<file path="src/rtl/fetch_redirect_unit_pkg.sv">
// rtl/fetch_redirect_unit_pkg.sv - shared types and constants for the instruction fetch front end
package fetch_redirect_unit_pkg;

    localparam logic [31:0] NOP_INSTR = 32'h0000_0013;

    localparam logic [6:0] OPC_LUI    = 7'b0110111;
    localparam logic [6:0] OPC_AUIPC  = 7'b0010111;
    localparam logic [6:0] OPC_JAL    = 7'b1101111;
    localparam logic [6:0] OPC_JALR   = 7'b1100111;
    localparam logic [6:0] OPC_BRANCH = 7'b1100011;
    localparam logic [6:0] OPC_OP_IMM = 7'b0010011;

    localparam logic [2:0] F3_BEQ  = 3'b000;
    localparam logic [2:0] F3_BNE  = 3'b001;
    localparam logic [2:0] F3_BLT  = 3'b100;
    localparam logic [2:0] F3_BGE  = 3'b101;
    localparam logic [2:0] F3_BLTU = 3'b110;
    localparam logic [2:0] F3_BGEU = 3'b111;

    typedef enum logic [1:0] {
        IDLE,
        REQ,
        WAIT_RSP,
        DISCARD
    } fetch_state_t;

    typedef struct packed {
        logic [31:0] pc;
        logic [31:0] instr;
    } fetch_entry_t;

    function automatic logic [31:0] word_align(input logic [31:0] addr);
        return addr & 32'hFFFF_FFFC;
    endfunction

endpackage

</file>
<file path="src/rtl/fetch_fifo.sv">
// rtl/fetch_fifo.sv - synchronous buffer of fetched {pc, instr} entries; clear beats push
module fetch_fifo
    import fetch_redirect_unit_pkg::*;
#(
    parameter int DEPTH = 2
) (
    input  logic                     clk_i,
    input  logic                     rst_ni,
    input  logic                     clear_i,
    input  logic                     push_i,
    input  fetch_entry_t             data_i,
    input  logic                     pop_i,
    output fetch_entry_t             data_o,
    output logic [$clog2(DEPTH):0]   count_o,
    output logic                     full_o,
    output logic                     empty_o
);

    localparam int AW = $clog2(DEPTH);

    fetch_entry_t  mem [DEPTH];
    logic [AW-1:0] rptr;
    logic [AW-1:0] wptr;
    logic [AW:0]   count;
    logic          do_push;
    logic          do_pop;

    assign full_o  = (count == (AW+1)'(DEPTH));
    assign empty_o = (count == '0);
    assign do_pop  = pop_i && !empty_o;
    // A push into a full buffer is only legal when the head leaves in the same cycle.
    assign do_push = push_i && (!full_o || do_pop);

    always_ff @(posedge clk_i or negedge rst_ni) begin
        if (!rst_ni) begin
            rptr  <= '0;
            wptr  <= '0;
            count <= '0;
        end else if (clear_i) begin
            rptr  <= '0;
            wptr  <= '0;
            count <= '0;
        end else begin
            if (do_push) wptr <= wptr + AW'(1);
            if (do_pop)  rptr <= rptr + AW'(1);
            count <= count + (AW+1)'(do_push) - (AW+1)'(do_pop);
        end
    end

    always_ff @(posedge clk_i) begin
        if (do_push && !clear_i) mem[wptr] <= data_i;
    end

    assign data_o  = mem[rptr];
    assign count_o = count;

endmodule

</file>
<file path="src/rtl/fetch_redirect_unit.sv">
// rtl/fetch_redirect_unit.sv - PC generation, imem request sequencing and flush redirect
module fetch_redirect_unit
    import fetch_redirect_unit_pkg::*;
#(
    parameter logic [31:0] RESET_PC   = 32'h0000_0000,
    parameter int          FIFO_DEPTH = 2
) (
    input  logic        clk_i,
    input  logic        rst_ni,
    input  logic        flush_i,
    input  logic [31:0] redirect_pc_i,
    output logic        imem_req_o,
    output logic [31:0] imem_addr_o,
    input  logic        imem_gnt_i,
    input  logic        imem_rvalid_i,
    input  logic [31:0] imem_rdata_i,
    output logic        instr_valid_o,
    input  logic        instr_ready_i,
    output logic [31:0] instr_o,
    output logic [31:0] instr_pc_o
);

    localparam int CW = $clog2(FIFO_DEPTH) + 1;
    localparam logic [CW-1:0] DEPTH_C = CW'(FIFO_DEPTH);

    fetch_state_t  state_q, state_d;
    logic [31:0]   pc_q, pc_d;
    logic [31:0]   rpc_q, rpc_d;
    logic          rpend_q, rpend_d;
    logic          push;
    logic          pop;
    logic [31:0]   target;
    logic [CW-1:0] fifo_count;
    logic [CW-1:0] cnt_after;
    logic          fifo_full;
    logic          fifo_empty;
    fetch_entry_t  head;
    fetch_entry_t  push_entry;

    assign target        = word_align(redirect_pc_i);
    assign instr_valid_o = !fifo_empty;
    assign pop           = instr_valid_o && instr_ready_i && !flush_i;
    assign cnt_after     = fifo_count + CW'(1) - CW'(pop);
    assign push_entry    = '{pc: pc_q, instr: imem_rdata_i};

    // pc_q is the address of the request in flight (or the next one when idle);
    // a flush seen while a request waits for grant is parked in rpc_q.
    always_comb begin
        state_d = state_q;
        pc_d    = pc_q;
        rpc_d   = rpc_q;
        rpend_d = rpend_q;
        push    = 1'b0;
        case (state_q)
            IDLE: begin
                if (flush_i) begin
                    pc_d    = target;
                    state_d = REQ;
                end else if (!fifo_full) begin
                    state_d = REQ;
                end
            end
            REQ: begin
                if (imem_gnt_i) begin
                    rpend_d = 1'b0;
                    if (flush_i) begin
                        pc_d    = target;
                        state_d = DISCARD;
                    end else if (rpend_q) begin
                        pc_d    = rpc_q;
                        state_d = DISCARD;
                    end else begin
                        state_d = WAIT_RSP;
                    end
                end else if (flush_i) begin
                    rpend_d = 1'b1;
                    rpc_d   = target;
                end
            end
            WAIT_RSP: begin
                if (flush_i) begin
                    pc_d    = target;
                    state_d = imem_rvalid_i ? REQ : DISCARD;
                end else if (imem_rvalid_i) begin
                    push    = 1'b1;
                    pc_d    = pc_q + 32'd4;
                    state_d = (cnt_after < DEPTH_C) ? REQ : IDLE;
                end
            end
            DISCARD: begin
                if (flush_i) pc_d = target;
                if (imem_rvalid_i) state_d = REQ;
            end
            default: state_d = IDLE;
        endcase
    end

    always_ff @(posedge clk_i or negedge rst_ni) begin
        if (!rst_ni) begin
            state_q <= IDLE;
            pc_q    <= RESET_PC;
            rpc_q   <= '0;
            rpend_q <= 1'b0;
        end else begin
            state_q <= state_d;
            pc_q    <= pc_d;
            rpc_q   <= rpc_d;
            rpend_q <= rpend_d;
        end
    end

    fetch_fifo #(
        .DEPTH (FIFO_DEPTH)
    ) u_fifo (
        .clk_i   (clk_i),
        .rst_ni  (rst_ni),
        .clear_i (flush_i),
        .push_i  (push),
        .data_i  (push_entry),
        .pop_i   (pop),
        .data_o  (head),
        .count_o (fifo_count),
        .full_o  (fifo_full),
        .empty_o (fifo_empty)
    );

    assign imem_req_o  = (state_q == REQ);
    assign imem_addr_o = pc_q;
    assign instr_o     = instr_valid_o ? head.instr : NOP_INSTR;
    assign instr_pc_o  = instr_valid_o ? head.pc : 32'h0;

endmodule
</file>
<file path="config.mk">
export PLATFORM = sky130hd
export DESIGN_NAME = fetch_redirect_unit
export DESIGN_NICKNAME = d
export VERILOG_FILES = /design/src/rtl/fetch_redirect_unit_pkg.sv /design/src/rtl/fetch_fifo.sv /design/src/rtl/fetch_redirect_unit.sv
export SDC_FILE = /design/constraint.sdc
export NUM_CORES = 1
export LEC_CHECK = 0
export ABC_AREA = 1
export BUFFER_PORTS_ARGS = -buffer_cell sky130_fd_sc_hd__buf_2
export CAP_MARGIN = 25
export CORE_AREA = 2 2 127 129
export CTS_CLUSTER_SIZE = 16
export DETAILED_ROUTE_END_ITERATION = 6
export DIE_AREA = 0 0 129 131
export PLACE_DENSITY = 0.95
export SETUP_SLACK_MARGIN = 0.05
export SLEW_MARGIN = 25
export SYNTH_ARGS = -nofsm -noshare
export SYNTH_HDL_FRONTEND = slang
export SYNTH_SLANG_ARGS = --single-unit
</file>
<file path="constraint.sdc">
create_clock -name clk_i -period 10.55 [get_ports clk_i]
set_input_delay 2.11 -clock clk_i [delete_from_list [all_inputs] [get_ports clk_i]]
set_output_delay 2.11 -clock clk_i [all_outputs]
set_load 0.005 [all_outputs]
</file>
Word level (Yosys, flattened, before mapping)
Memory sizes are Yosys's and may differ from the RTL's.
Index checks and enable logic that the tools add are counted.
{"block": "totals", "output_inout_bits": 98, "input_bits": 70, "regBits": 69, "mem_count": 1, "wordCells": 78, "mem_bits_rw": 128}
{"name": "u_fifo.mem", "words": 2, "width": 64, "rd": 1, "rd_ports_with_merged_regs": 0, "write_ports": 1, "line_no": "fetch_fifo.sv:21", "rtl": "fetch_entry_t mem [DEPTH];"}
{"block": "op_classes", "muxes": 32, "n_addsub": 7, "n_eq_ne": 10, "n_bitwise": 1, "order_cmp": 1, "reduce_logical": 19}
{"op": "32-bit 2-to-1 mux", "count": 8}
{"op": "32-bit one-hot mux with 3 select lines", "count": 1}
{"op": "32-bit by 3-bit adder with 32-bit output, second input constant", "count": 1}
{"op": "2-bit 2-to-1 mux", "count": 8}
{"op": "1-bit 2-to-1 mux", "count": 14}
{"op": "2-bit one-hot mux with 4 select lines", "count": 1}
{"op": "4-bit AND reduction", "count": 2}
{"op": "2-bit == test, second input constant", "count": 3}
{"op": "3-bit != test, second input constant", "count": 2}
{"op": "2-bit nonzero test", "count": 3}
{"op": "1-bit logical AND", "count": 5}
{"op": "2-bit logical NOT", "count": 2}
{"op": "2-bit by 1-bit != test with 1-bit output, second input constant", "count": 2}
{"op": "2-bit by 1-bit subtractor with 2-bit output", "count": 2}
{"op": "1-bit logical NOT", "count": 3}
{"op": "3-bit by 2-bit != test with 1-bit output, second input constant", "count": 1}
{"op": "3-bit AND reduction", "count": 1}
{"op": "1-bit adder, second input constant", "count": 2}
{"op": "2-bit by 1-bit adder with 2-bit output", "count": 1}
{"op": "2-bit by 1-bit adder with 2-bit output, second input constant", "count": 1}
{"op": "2-bit by 1-bit == test with 1-bit output, second input constant", "count": 1}
{"op": "2-bit < comparator, second input constant", "count": 1}
{"op": "2-bit != test, second input constant", "count": 1}
{"op": "2-bit AND reduction", "count": 1}
{"op": "3 further kinds", "count": 3}

Longest topological paths before layout
{"block": "logic_depth", "word_depth": 10, "mapped_depth": 12}

Modules after synthesis
From an unflattened synthesis, not the netlist that was laid out.
{"block": "unflattened", "hier_cells": 1169, "area_unflattened_um2": 9890.7}
{"module": "fetch_redirect_unit", "area_per_inst_um2": 4963.5, "instances": 1, "cells_each": 796, "seq_area_each_um2": 1576.5}
{"module": "fetch_fifo", "area_per_inst_um2": 4927.2, "instances": 1, "cells_each": 373, "seq_area_each_um2": 3943.8}

Worst setup path before layout
OpenSTA, ideal clock, no wires.
{"block": "synth_timing", "kind": "input-to-reg", "from": "input port flush_i", "to": "memory u_fifo.mem[1][0] in the netlist's numbering (enable)", "setup_slack_ps": 4913, "cell_stages": 5, "arrival_ps": 5153, "setup_time_ps": 484, "cell_sequence": "inv_2 > nand2_4 > nor2_1 > o21ai_0 > nor2_1"}
{"block": "synth_via", "elab_chain_cells": 8}
{"element": "start: declaration", "line_no": "fetch_redirect_unit.sv:10", "rtl": "input logic flush_i,"}
{"element": "1-bit logical NOT", "line_no": "fetch_fifo.sv:51, fetch_redirect_unit.sv:42"}
{"element": "1-bit logical AND", "line_no": "fetch_redirect_unit.sv:42", "rtl": "assign pop = instr_valid_o && instr_ready_i && !flush_i;"}
{"element": "1-bit logical AND", "line_no": "fetch_fifo.sv:30", "rtl": "assign do_pop = pop_i && !empty_o;"}
{"element": "1-bit logical OR", "line_no": "fetch_fifo.sv:32", "rtl": "assign do_push = push_i && (!full_o || do_pop);"}
{"element": "1-bit logical AND", "line_no": "fetch_fifo.sv:32"}
{"element": "1-bit logical AND (*)", "line_no": "fetch_fifo.sv:51", "rtl": "if (do_push && !clear_i) mem[wptr] <= data_i;"}
{"element": "1-bit 2-to-1 mux (*)", "line_no": "fetch_fifo.sv:51"}
{"element": "1-bit 2-to-1 mux (not written as such) (*)", "line_no": "fetch_fifo.sv:51"}
{"element": "end: declaration", "line_no": "fetch_fifo.sv:21"}
Every way passes the cells marked *; elsewhere a longest branch is shown, timed or not.

Final worst setup path
{"block": "layout_timing", "from": "input port flush_i", "to": "memory u_fifo.mem[1][27] in the netlist's numbering (enable)"}
The elaborated chain is that of the path after synthesis.

==> flow_metrics.env <==
export IMPL_fmax_mhz=200.2
export IMPL_hold_buffers=0
export IMPL_cp_end_kind="flop"
export IMPL_synth_edf_count=124
export IMPL_clkPwrFrac=0.247
export IMPL_maxCapViolations=0
export IMPL_clock_sinks=191
export IMPL_fin_skew_ns=0.01232
export IMPL_htree_levels=4
export IMPL_hp_class="reg2reg"
export IMPL_grt_overflow=0
export IMPL_synthFlopType="edfxtp_1"
export IMPL_crit_family="buffers and inverters"
export IMPL_r2r_start="state_q[0]$_DFFE_PN0P_"
export IMPL_finalNetCount=1241
export IMPL_power_density_nw_per_um2=245.6
export IMPL_hpwl_um=14710
export IMPL_synth_area_sq_um=9140
export IMPL_p_seq_frac=0.441
export IMPL_ant_nets=0
export IMPL_nFillCells=1209
export IMPL_status="complete, no violations"
export IMPL_r2r_cells=7
export IMPL_layout_commonest_cell="nand2_1"
export IMPL_grt_max_degree=68
export IMPL_crit_buf_inv=4
export IMPL_post_dp_cell_area_sq_um=10090
export IMPL_async_reset_ff_frac=0.3508
export IMPL_p_total_mw=2.625
export IMPL_cts_made_buffers=17
export IMPL_cts_resized=0
export IMPL_via_per_inst=5.540
export IMPL_r2r_slack_ns=7.51
export IMPL_placementRows=46
export IMPL_critPathLaunchType="input port"
export IMPL_critPathKind="in2reg"
export IMPL_final_cell_mix="nand2_1, buf_2, edfxtp_1"
export IMPL_r2r_end="u_fifo.mem[1][27]$_DFFE_PP_"
export IMPL_rsz0062_at_grt="false"
export IMPL_clockBufferDepth=2
export IMPL_setup_viol=0
export IMPL_antenna_found_initial=0
export IMPL_cts_tree="done"
export IMPL_worstPathRequired_ns=10.61
export IMPL_critPathMaxStageDelay_ns=0.64
export IMPL_slew_headroom=0.3485
export IMPL_crit_top_cell="buf_4"
export IMPL_syn_inst=1022
export IMPL_slowest_stage="nor2_4"
export IMPL_n_antenna_cell=0
export IMPL_crit_fanout=41
export IMPL_p_switching_uw=992.3
export IMPL_p_int_mw=1.632
export IMPL_hold_end="rpc_q[29]$_DFFE_PN0P_"
export IMPL_grt_pass1_vias=7062
export IMPL_areaGrowthSynthToFinish_pct=16.91
export IMPL_drc=0
export IMPL_gp_congestion=0.9095
export IMPL_dr_pass1_iters=6
export IMPL_cts_setup_buffers=0
export IMPL_root_buffer="clkbuf_16"
export IMPL_path_depth=8
export IMPL_crit_arrival_ns=5.05
export IMPL_via_count=7711
export IMPL_syn_area_per_cell_sq_um=8.943
export IMPL_synth_distinct_cells=36
export IMPL_timing_final_crit_share=0.4734
export IMPL_io_pins=168
export IMPL_final_area_sq_um=10690
export IMPL_tightest_slew_ns=0.9749
export IMPL_ys_warn_count=0
export IMPL_hold_violations=0
export IMPL_totalWireLength_um=22580
export IMPL_crit_path_cell_trace="buf_2 > buf_4 > inv_2 > nand2_4 > nor2_1 > o21ai_0 > nor2_4 > buf_4"
export IMPL_synth_seq_area_share=0.5908
export IMPL_clkTransAtPathRegs_ns=0.07
export IMPL_comb_power_share=0.312
export IMPL_min_from="rpc_q[29]$_DFFE_PN0P_"
export IMPL_p_leak_nw=4.779
export IMPL_port_buffers=161
export IMPL_groute_usage_overall=0.2683
export IMPL_drive_above_1_share=0.1998
export IMPL_die_area_sq_um=16900
export IMPL_netSwitchingFraction=0.3781
export IMPL_hold_path_cell_count=2
export IMPL_wl_per_cell_um=16.22
export IMPL_tns_ns=0
export IMPL_core_area_sq_um=15600
export IMPL_clock_latency_ns=0.43
export IMPL_peakVddDrop_v=0.0001503
export IMPL_maxSlewViolCount=0
export IMPL_die_h_um=131
export IMPL_die_w_um=129
export IMPL_drt_iter0_drc=855
export IMPL_start_util=0.5860
export IMPL_grt_pass1_wl_um=35090
export IMPL_finalCriticalPeriod_ns=4.995
export IMPL_ys_ff_latch=191
## stage by stage
| stage | worst slack [ns] | hold slack (ns) | utilization | cells |
|---|---|---|---|---|
| finish | 5.556 | 0.4694 | 0.6851 | 1392 |
| global route | 5.384 | 0.4906 | 0.6851 | 1392 |
| CTS | 5.599 | 0.4701 | 0.6851 | 1392 |
| detailed placement | 5.161 | 0.4532 | 0.6469 | 1360 |
| global placement | 5.263 | 0.4480 | 0.6451 | 1359 |
| floorplan | 4.913 | 0.4366 | - | 1025 |
## worst register-to-register path, cell delays in order, from the launching register on
cell     delay (ns)
dfrtp_1        0.42
inv_1          0.12
ha_1           0.25
nand2_4        0.15
nor2_1         0.18
o21ai_0        0.30
nor2_4         0.64
buf_4          0.60
## area by class of cell
class,instances,area [sq um],share of cell area
Clock inverter,13,162.7,0.01522
Timing Repair Buffer,170,893.4,0.08361
Inverter,60,225.2,0.02108
Clock buffer,19,432.9,0.04052
Tap cell,216,270.3,0.02529
Sequential cell,191,5401,0.5055
Multi-Input combinational cell,723,3299,0.3088
## state kept, by name, summed over array words and instances (netlist names)
register / flops
u_fifo.rptr: 1
u_fifo.wptr: 1
u_fifo.count_o: 2
state_q: 2
u_fifo.mem: 124
rpc_q: 30
imem_addr_o: 30
rpend_q: 1
## logic make-up after synthesis
family	synth area share
xor gates and xnor gates	0.005751
other	0.0004103
buffers and inverters	0.05188
and+or+nand+nor	0.2390
AOI/OAI and AO/OA	0.1012
DFF	0.5908
adders and majority gates	0.01095
## cell usage after synthesis, types with 5 or more instances
cell type	instances	area, sq um
o22ai_1	6	37.54
nor2_2	5	31.28
buf_2	8	40.04
inv_2	9	33.78
nor3_1	7	35.03
dfrtp_1	67	1677
clkbuf_1	33	123.9
nand3_1	46	230.2
inv_1	51	191.4
a21oi_1	108	540.5
o21ai_1	13	65.06
buf_4	6	45.04
nand2_1	352	1321
o21ai_0	39	195.2
edfxtp_1	124	3724
nor2_1	103	386.6
ha_1	8	100.1
nor2_4	9	101.4
## power groups by stage
stage	clock network, mW	logic, mW	registers (mW)
after floorplan	0	0.578	1.10
after global placement	0	0.770	1.15
after detailed placement	0	0.803	1.16
after CTS	0.655	0.810	1.15
after global routing	0.680	0.924	1.17
final	0.649	0.819	1.16
## how the worst max path moves through the flow
stage	startpoint	endpoint
2_1_floorplan	flush_i	u_fifo.mem[1][0]$_DFFE_PP_
3_3_place_gp	flush_i	u_fifo.mem[1][7]$_DFFE_PP_
3_5_place_dp	flush_i	u_fifo.mem[1][3]$_DFFE_PP_
4_1_cts	flush_i	u_fifo.mem[1][53]$_DFFE_PP_
5_1_grt	flush_i	u_fifo.mem[1][27]$_DFFE_PP_
6_report	flush_i	u_fifo.mem[1][27]$_DFFE_PP_
## layer usage
metal | GRT usage | vias to the layer above | part of all wire
met5 | 0 | - | 0
met4 | 0.1036 | 0 | 0.028
met3 | 0.05008 | 65 | 0.095
met2 | 0.4432 | 426 | 0.48
met1 | 0.3568 | 3572 | 0.40
li1 | - | 3648 | -
(Power assumes the default switching activity.)
